**config.mk**
```make
export PLATFORM = sky130hd
export DESIGN_NAME = store_buffer
export DESIGN_NICKNAME = d
export VERILOG_FILES = /design/src/rtl/store_buffer.sv
export SDC_FILE = /design/constraint.sdc
export NUM_CORES = 1
export LEC_CHECK = 0
export CELL_PAD_IN_SITES_DETAIL_PLACEMENT = 1
export CELL_PAD_IN_SITES_GLOBAL_PLACEMENT = 1
export CORE_ASPECT_RATIO = 1.2
export CORE_MARGIN = 3
export CORE_UTILIZATION = 41
export DETAILED_ROUTE_END_ITERATION = 8
export PLACE_DENSITY_LB_ADDON = 0.25
export SYNTH_ARGS = -nofsm -noshare
export SYNTH_HDL_FRONTEND = slang
export SYNTH_SLANG_ARGS = --single-unit
```
**constraint.sdc**
```tcl
create_clock -name clock -period 5.1 [get_ports clock]
set_clock_uncertainty 0.15 [all_clocks]
set_input_delay 0.51 -clock clock [delete_from_list [all_inputs] [get_ports clock]]
set_output_delay 0.51 -clock clock [all_outputs]
set_load 0.01 [all_outputs]
```
**src/rtl/store_buffer.sv**
```systemverilog
// Posted-write buffer: queues cpu stores in a circular FIFO, drains them in order to
// data_memory's write port, and forwards buffered data to cpu loads on read port 2.
module store_buffer #(
  parameter int DATA_W = 32,
  parameter int ADDR_W = 32,
  parameter int DEPTH  = 4
) (
  input  logic              clock,
  input  logic              reset,
  input  logic              cpu_write,
  input  logic [ADDR_W-1:0] cpu_addr,
  input  logic [DATA_W-1:0] cpu_wdata,
  input  logic              cpu_read,
  input  logic [ADDR_W-1:0] cpu_raddr,
  output logic [DATA_W-1:0] cpu_rdata,
  output logic              cpu_stall,
  output logic              buf_empty,
  input  logic              mem_ready,
  output logic              mem_write,
  output logic [ADDR_W-1:0] mem_addr,
  output logic [DATA_W-1:0] mem_wdata,
  output logic              mem_read2,
  output logic [ADDR_W-1:0] mem_addr2,
  input  logic [DATA_W-1:0] mem_rdata2
);

  localparam int PTR_W = $clog2(DEPTH);
  localparam int CNT_W = PTR_W + 1;

  logic [ADDR_W-1:0] r_addr [DEPTH];
  logic [DATA_W-1:0] r_data [DEPTH];
  logic [DEPTH-1:0]  r_valid;
  logic [PTR_W-1:0]  r_head;
  logic [PTR_W-1:0]  r_tail;
  logic [CNT_W-1:0]  r_count;

  logic              w_nonempty;
  logic              w_full;
  logic              w_pop;
  logic              w_push;
  logic              w_fwd_hit;
  logic [DATA_W-1:0] w_fwd_data;
  logic [PTR_W-1:0]  w_idx;

  assign w_nonempty = (r_count != '0);
  assign w_full     = (r_count == CNT_W'(DEPTH));
  assign w_pop      = w_nonempty && mem_ready;
  assign w_push     = cpu_write && (!w_full || w_pop);

  assign cpu_stall = cpu_write && w_full && !w_pop;
  assign buf_empty = !w_nonempty;
  assign mem_write = w_pop;
  assign mem_addr  = r_addr[r_head];
  assign mem_wdata = r_data[r_head];
  assign mem_read2 = cpu_read;
  assign mem_addr2 = cpu_raddr;

  // Walk oldest to youngest so the last match (youngest store) wins.
  always_comb begin
    w_fwd_hit  = 1'b0;
    w_fwd_data = '0;
    w_idx      = '0;
    for (int i = 0; i < DEPTH; i++) begin
      w_idx = r_head + PTR_W'(i);
      if (r_valid[w_idx] && (r_addr[w_idx] == cpu_raddr)) begin
        w_fwd_hit  = 1'b1;
        w_fwd_data = r_data[w_idx];
      end
    end
  end

  assign cpu_rdata = (cpu_read && w_fwd_hit) ? w_fwd_data : mem_rdata2;

  // A push into a full buffer lands on the slot being popped; the push update wins.
  always_ff @(posedge clock) begin
    if (!reset) begin
      r_head  <= '0;
      r_tail  <= '0;
      r_count <= '0;
      r_valid <= '0;
    end else begin
      if (w_pop) begin
        r_valid[r_head] <= 1'b0;
        r_head          <= r_head + 1'b1;
      end
      if (w_push) begin
        r_valid[r_tail] <= 1'b1;
        r_tail          <= r_tail + 1'b1;
      end
      r_count <= r_count + CNT_W'(w_push) - CNT_W'(w_pop);
    end
  end

  always_ff @(posedge clock) begin
    if (w_push) begin
      r_addr[r_tail] <= cpu_addr;
      r_data[r_tail] <= cpu_wdata;
    end
  end

endmodule
```
# --- Word level (Yosys, flattened, before mapping) ---
# Memories as Yosys holds them, arrays and structs flattened. A register that Yosys moved wholly into a read port is not among the register bits.
# Cells that the tools add are included.
word_totals:
  memories: 2
  ramBits: 256
  out_inout_bits: 132
  ff_bits: 11
  elab_cells: 73
mem_list:
  columns: ["name", "words", "width", "read_ports", "rd_ports_with_merged_regs", "wr", "line", "source"]
  rows:
  - ["r_addr", 4, 32, 4, 1, 1, "30", "logic [ADDR_W-1:0] r_addr [DEPTH];"]
  - ["r_data", 4, 32, 4, 1, 1, "31", "logic [DATA_W-1:0] r_data [DEPTH];"]
op_classes:
  n_eq_ne: 5
  reduce_logical: 16
  order_cmp: 7
  n_bitwise: 3
  n_mux: 30
  add_sub_neg: 6
ops:
  columns: ["cell", "count"]
  rows:
  - ["2-to-1 mux 32 bit", 5]
  - ["== test 32 bit", 4]
  - ["less-than comparator 2 x 3 -> 1 bit (second input constant)", 5]
  - ["2-to-1 mux 1 bit", 12]
  - ["2-to-1 mux 4 bit", 3]
  - ["logical AND 1 bit", 11]
  - ["binary-select mux 1 bit (select 2 bit)", 4]
  - ["2-to-1 mux 2 bit", 4]
  - ["adder 2 x 1 -> 2 bit (second input constant)", 2]
  - ["adder 2 bit (second input constant)", 2]
  - ["bitwise AND 4 bit", 1]
  - ["demux 1 bit (select 2 bit)", 2]
  - [">= comparator 2 x 1 -> 1 bit (second input constant)", 2]
  - ["inverter 4 bit", 1]
  - ["bitwise OR 4 bit", 1]
  - ["adder 3 x 1 -> 3 bit", 1]
  - ["== test 3 bit (second input constant)", 1]
  - ["logical NOT 1 bit", 3]
  - ["nonzero test 3 bit", 1]
  - ["subtractor 3 x 1 -> 3 bit", 1]
  - ["logical OR 1 bit", 1]

# --- Depth between registers and ports, before layout ---
# Gate-level depths: netlist (run 1).
logic_depth:
  depth_word: 10
  depth_mapped: 20

# --- Least setup slack after synthesis (run 1) ---
# Ideal clock, no wire load.
synth_timing:
  path_type: "register to output"
  start: "reg r_head[0]"
  end: "out cpu_rdata[10]"
  required_ps: 4440
  setup_slack_ps: 140
  stages_incl_launch_ff: 19
  arrival_ps: 4300
  n_path_buf: 8
  cell_sequence: "dfxtp_1 buf_4 buf_8 buf_6 buf_6 inv_1 ha_1 buf_2 buf_1 clkbuf_1 mux2i_1 xnor2_1 nand2_1 a2111o_1 or4b_1 a41oi_4 buf_6 nor2_1 a21oi_1"
synth_via:
  word_cells_on_any_way: 30
synth_rtl:
  columns: ["element", "line", "source"]
  rows:
  - ["from (decl)", "33", "logic [PTR_W-1:0] r_head;"]
  - ["from (signal assigned)", "84", "r_head <= r_head + 1'b1;"]
  - ["adder 2 bit (*)", "64", "w_idx = r_head + PTR_W'(i);"]
  - ["net w_idx[0]", "43", "logic [PTR_W-1:0] w_idx;"]
  - ["memory read (4 x 32 bit) or binary-select mux 1 bit (select 2 bit) (tied branches)", null, null]
  - ["== test 32 bit or 2-to-1 mux 1 bit (tied branches)", "65", "if (r_valid[w_idx] && (r_addr[w_idx] == cpu_raddr)) begin"]
  - ["logical AND 1 bit", "65", null]
  - ["2-to-1 mux 1 bit", "65", null]
  - ["logical AND 1 bit", "72", "assign cpu_rdata = (cpu_read && w_fwd_hit) ? w_fwd_data : mem_rdata2;"]
  - ["2-to-1 mux 32 bit (*)", "72", null]
  - ["to (decl)", "15", "output logic [DATA_W-1:0] cpu_rdata,"]
# Mark *: on every way through the listed nets, which the timed path passes. The rest lies on a longest branch. The select of a mux whose other input is x is not followed.

# --- Worst setup path in the final report (run 1) ---
layout_timing:
  start: "reg r_head[0]"
  end: "out cpu_rdata[31]"
layout_via:
  elab_chain_len: 9
  word_cells_on_any_way: 30
layout_lines:
  columns: ["element", "line"]
  rows:
  - ["adder 2 x 1 -> 2 bit or binary-select mux 1 bit (select 2 bit) (tied branches)", "64, 65"]
  - ["memory read (4 x 32 bit), or another cell as far along", null]
  - ["== test 32 bit, or another cell as far along", "65"]
  - ["logical AND 1 bit or 2-to-1 mux 1 bit (tied branches)", "65"]
  - ["2-to-1 mux 1 bit (3 in series)", "65"]
  - ["logical AND 1 bit", "72"]
  - ["2-to-1 mux 32 bit (*)", "72"]
# Mark *: on every way between the ends. The rest lies on a longest branch, timed or not. The select of a mux whose other input is x is not followed.

==> results of run 1 <==
report_power, final:
group          leakage (nW)  switching (mW)  internal, mW
Sequential             2.46           0.167          2.64
Clock                 0.501           0.920          1.36
Combinational          5.38            2.87          2.94
Total                  8.33            3.96          6.94
worst max-delay path by stage:
| stage | start | to | slack, ns |
|---|---|---|---|
| 2_1_floorplan | r_head[0]$_SDFFE_PN0N_ | cpu_rdata[10] | 0.14 |
| 3_3_place_gp | r_head[1]$_SDFFE_PN0N_ | cpu_rdata[17] | -0.04 |
| 3_5_place_dp | r_head[1]$_SDFFE_PN0N_ | cpu_rdata[20] | -0.08 |
| 4_1_cts | r_head[0]$_SDFFE_PN0N_ | cpu_rdata[22] | 0.00009 |
| 5_1_grt | r_head[0]$_SDFFE_PN0N_ | cpu_rdata[26] | -0.12 |
| 6_report | r_head[0]$_SDFFE_PN0N_ | cpu_rdata[31] | 0.007 |
metrics by stage:
step	TNS [ns]	instances	cell area, um2	setup slack (ns)	util [%]
final	0	2361	24810	0.006960	57.43
after global routing	-2.380	2361	24810	-0.1205	57.43
after CTS	0	2336	24180	0.00009370	55.97
after detailed placement	-0.8344	2232	22120	-0.08189	51.19
after global placement	-0.2625	2232	22120	-0.04253	51.19
after floorplan	0	1399	18140	0.1404	-
repair_timing:
item / in CTS / in global routing
gates cloned: 10 / 8
pin swaps: 42 / 30
resized for setup: 162 / 120
hold buffers: 0 / 0
setup buffers: 38 / 17
setup endpoints to repair: 32 / 32
cells in the final DEF, fill, tap and decap left out, types with 9 or more instances in the layout:
cell type        count
edfxtp_1           256
mux2i_1            131
xnor2_1             63
o21ai_0             11
a21oi_2             30
buf_12              26
a221o_1             32
nand4_1             12
mux4_2             132
a31oi_2             13
o22ai_1              9
buf_16              11
buf_6               16
nor2b_1             11
a211oi_1            21
nor2_1             106
xnor2_2             12
nand2b_1            30
clkbuf_16           38
nand2_1             21
a21oi_1             58
clkdlybuf4s50_1    232
a31oi_1             20
buf_2               26
ha_1                 9
mux2_2              42
inv_1               16
a211oi_2            13
xor2_1              27
and2_1              11
dfxtp_1              9
buf_4              180
layout make-up:
class / count / area share (%)
Timing Repair Buffer: 513 / 21.17
Tap cell: 552 / 2.784
Multi-Input combinational cell: 952 / 39.48
Inverter: 19 / 0.3177
Sequential cell: 269 / 32.09
Clock inverter: 22 / 0.9834
Clock buffer: 34 / 3.172
cell families (layout without fill, tap and decap cells):
logic type      count (synthesis)  count (layout)  share of synthesized area, %
compound gates                269             269                         11.04
xor+xnor                      103             103                         4.972
fa+ha+maj                      11              11                        0.8000
flops                         269             269                         43.81
buf+inv                       178             588                         5.462
simple gates                  251             251                         6.786
mux                           318             318                         27.13
flip-flops by register name, summed over array words and instances (netlist names), named ones only:
signal and cells:
r_addr 128, r_count 3, r_data 128, r_head 2
r_tail 2, r_valid 4
worst max-delay path: stages, from the launching register on:
cell and delay [ns]:
dfxtp_4 0.38, buf_12 0.14, buf_16 0.14, buf_12 0.12, mux4_2 0.52, xnor2_2 0.20
o2111ai_1 0.15, or4_4 0.53, or4b_4 0.67, a41oi_4 0.31, buf_6 0.19, clkbuf_16 0.17
buf_4 0.12, a21oi_1 0.06, buf_2 0.14
layer usage:
layer / part of all wire (%) / GRT usage, %
met2: 52 / 48.94
met4: 5.5 / 13.24
met3: 5.1 / 3.143
met5: 0.019 / 0
met1: 38 / 33.18
==> metrics.csv, run 1 <==
stage;metric;value;unit
run_status;run_status;complete, no violations;
setup_path;r2r-end;r_count[2]$_SDFF_PN0_;
cts;htree_levels;1;
cts;root_buffer;clkbuf_16;
die;fp.dieH;236.4;um
synthesis;ys_seq_elements;269;
cts;cts_sinks;269;
setup_path;required;4.44;ns
setup_path;crit_fanout;7;
synthesis;seq_area_frac_synth;43.81;%
cells_and_area;fillers;4247;
placed_design;portBuffers;264;
pwr;power.density;439.1;nW/um2
cells_and_area;multi_input_area;9796;um2
drt;vias;14560;
timing;tightest_slew;0.9643;ns
setup_path;crit_path_end_kind;primary output;
die;coreArea;43200;um2
cts;clockBufferDepth;3;
worst_hold_path;hold_depth;2;
synthesis;syn_nets;1543;
setup_path;setup.worst_path.class;reg -> out;
drt;drc_errors;0;
synthesis;yosysTopAreaCellShare;42.37;%
grt;grt_max_degree;65;
pwr;p_leak;8.333;nW
timing;hold_ws;0.3942;ns
grt;antenna_found_initial;1;
timing;slew_headroom;35.58;%
timing;period_needed;5.093;ns
placed_design;globalplace.congestion;0.9289;
cts;numCtsBuffers;30;
drt;drt-vias-per-instance;6.167;
synthesis;synth_edf_count;256;
cts;cts_tree;done;
cells_and_area;layout.nets;1929;
pwr;p_total;10.89;mW
run;maxCapViolations;0;
synthesis;syn_avg_cell_area;12.97;um2
synthesis;yosysWarningCount;0;
cells_and_area;regArea;7963;um2
synthesis;yosys.area.top_type;edfxtp_1;
synthesis;async_flop_share;0;%
die;dieArea;46820;um2
grt;grt_pass1_vias;15300;
timing;max_freq;196.3;MHz
setup_path;cp.arrival;4.43;ns
synthesis;ys_top_cells_by_count;256 x edfxtp_1, 140 x mux2i_1, 131 x mux4_2, 118 x nor2_1, 75 x xnor2_1;
die;io_pins;265;
worst_hold_path;worstHoldEndpoint;r_valid[2]$_SDFF_PN0_;
synthesis;synth_cells;1399;
cells_and_area;diodes;0;
die;start_util;41.99;%
timing;drv_slew;0;
pwr;ir_worst_vdd;0.0003340;V
drt;drt_first_pass_iters;5;
setup_path;r2r_slack;2.34;ns
cells_and_area;area_growth;36.76;%
timing;hold_viol;0;
cts;clk_pin_slew;0.07;ns
die;dieWidth;198.0;um
synthesis;synth_area_leaders;edfxtp_1 42%, mux4_2 16%, mux2i_1 7.7%;
placed_design;place_hpwl;45.56;mm
synthesis;yosys.cell_count.top_type;edfxtp_1;
grt;grt.total_usage;27.56;%
synthesis;synth_cell_types;65;
drt;first_iter_violations;976;
timing;finalSetupViolCount;0;
grt;grt_overflow;0;
grt;grt_pass1_wl;97.48;mm
worst_hold_path;hold_class;reg -> reg;
synthesis;synthFlopType;edfxtp_1;
timing;rsz0062_at_grt;yes;
setup_path;critPathLaunchType;flip-flop;
synthesis;synth_area;18140;um2
setup_path;timing.rr.start;r_count[1]$_SDFF_PN0_;
drt;wl_per_cell;28.71;um
cells_and_area;drive_gt1_share;35.27;%
cts;worstSkewPairLatency;0.59;ns
worst_hold_path;hold_start;r_valid[2]$_SDFF_PN0_;
die;num_rows;83;
drt;drt_wl_total;67.79;mm
timing;post-route-period-util;99.86;%
drt;drtAntennaViolNets;0;
setup_path;reg2reg_depth;9;
(Power assumes the default switching activity.)
==> inputs of run 2 (changes only) <==
--- a/config.mk
+++ b/config.mk
@@ -12,6 +12,7 @@
 export CORE_UTILIZATION = 41
 export DETAILED_ROUTE_END_ITERATION = 8
 export PLACE_DENSITY_LB_ADDON = 0.25
+export SLEW_MARGIN = 10
 export SYNTH_ARGS = -nofsm -noshare
 export SYNTH_HDL_FRONTEND = slang
 export SYNTH_SLANG_ARGS = --single-unit
==> results of run 2 <==
No change in the layout: final DEF, timing and power equal those of run 1.
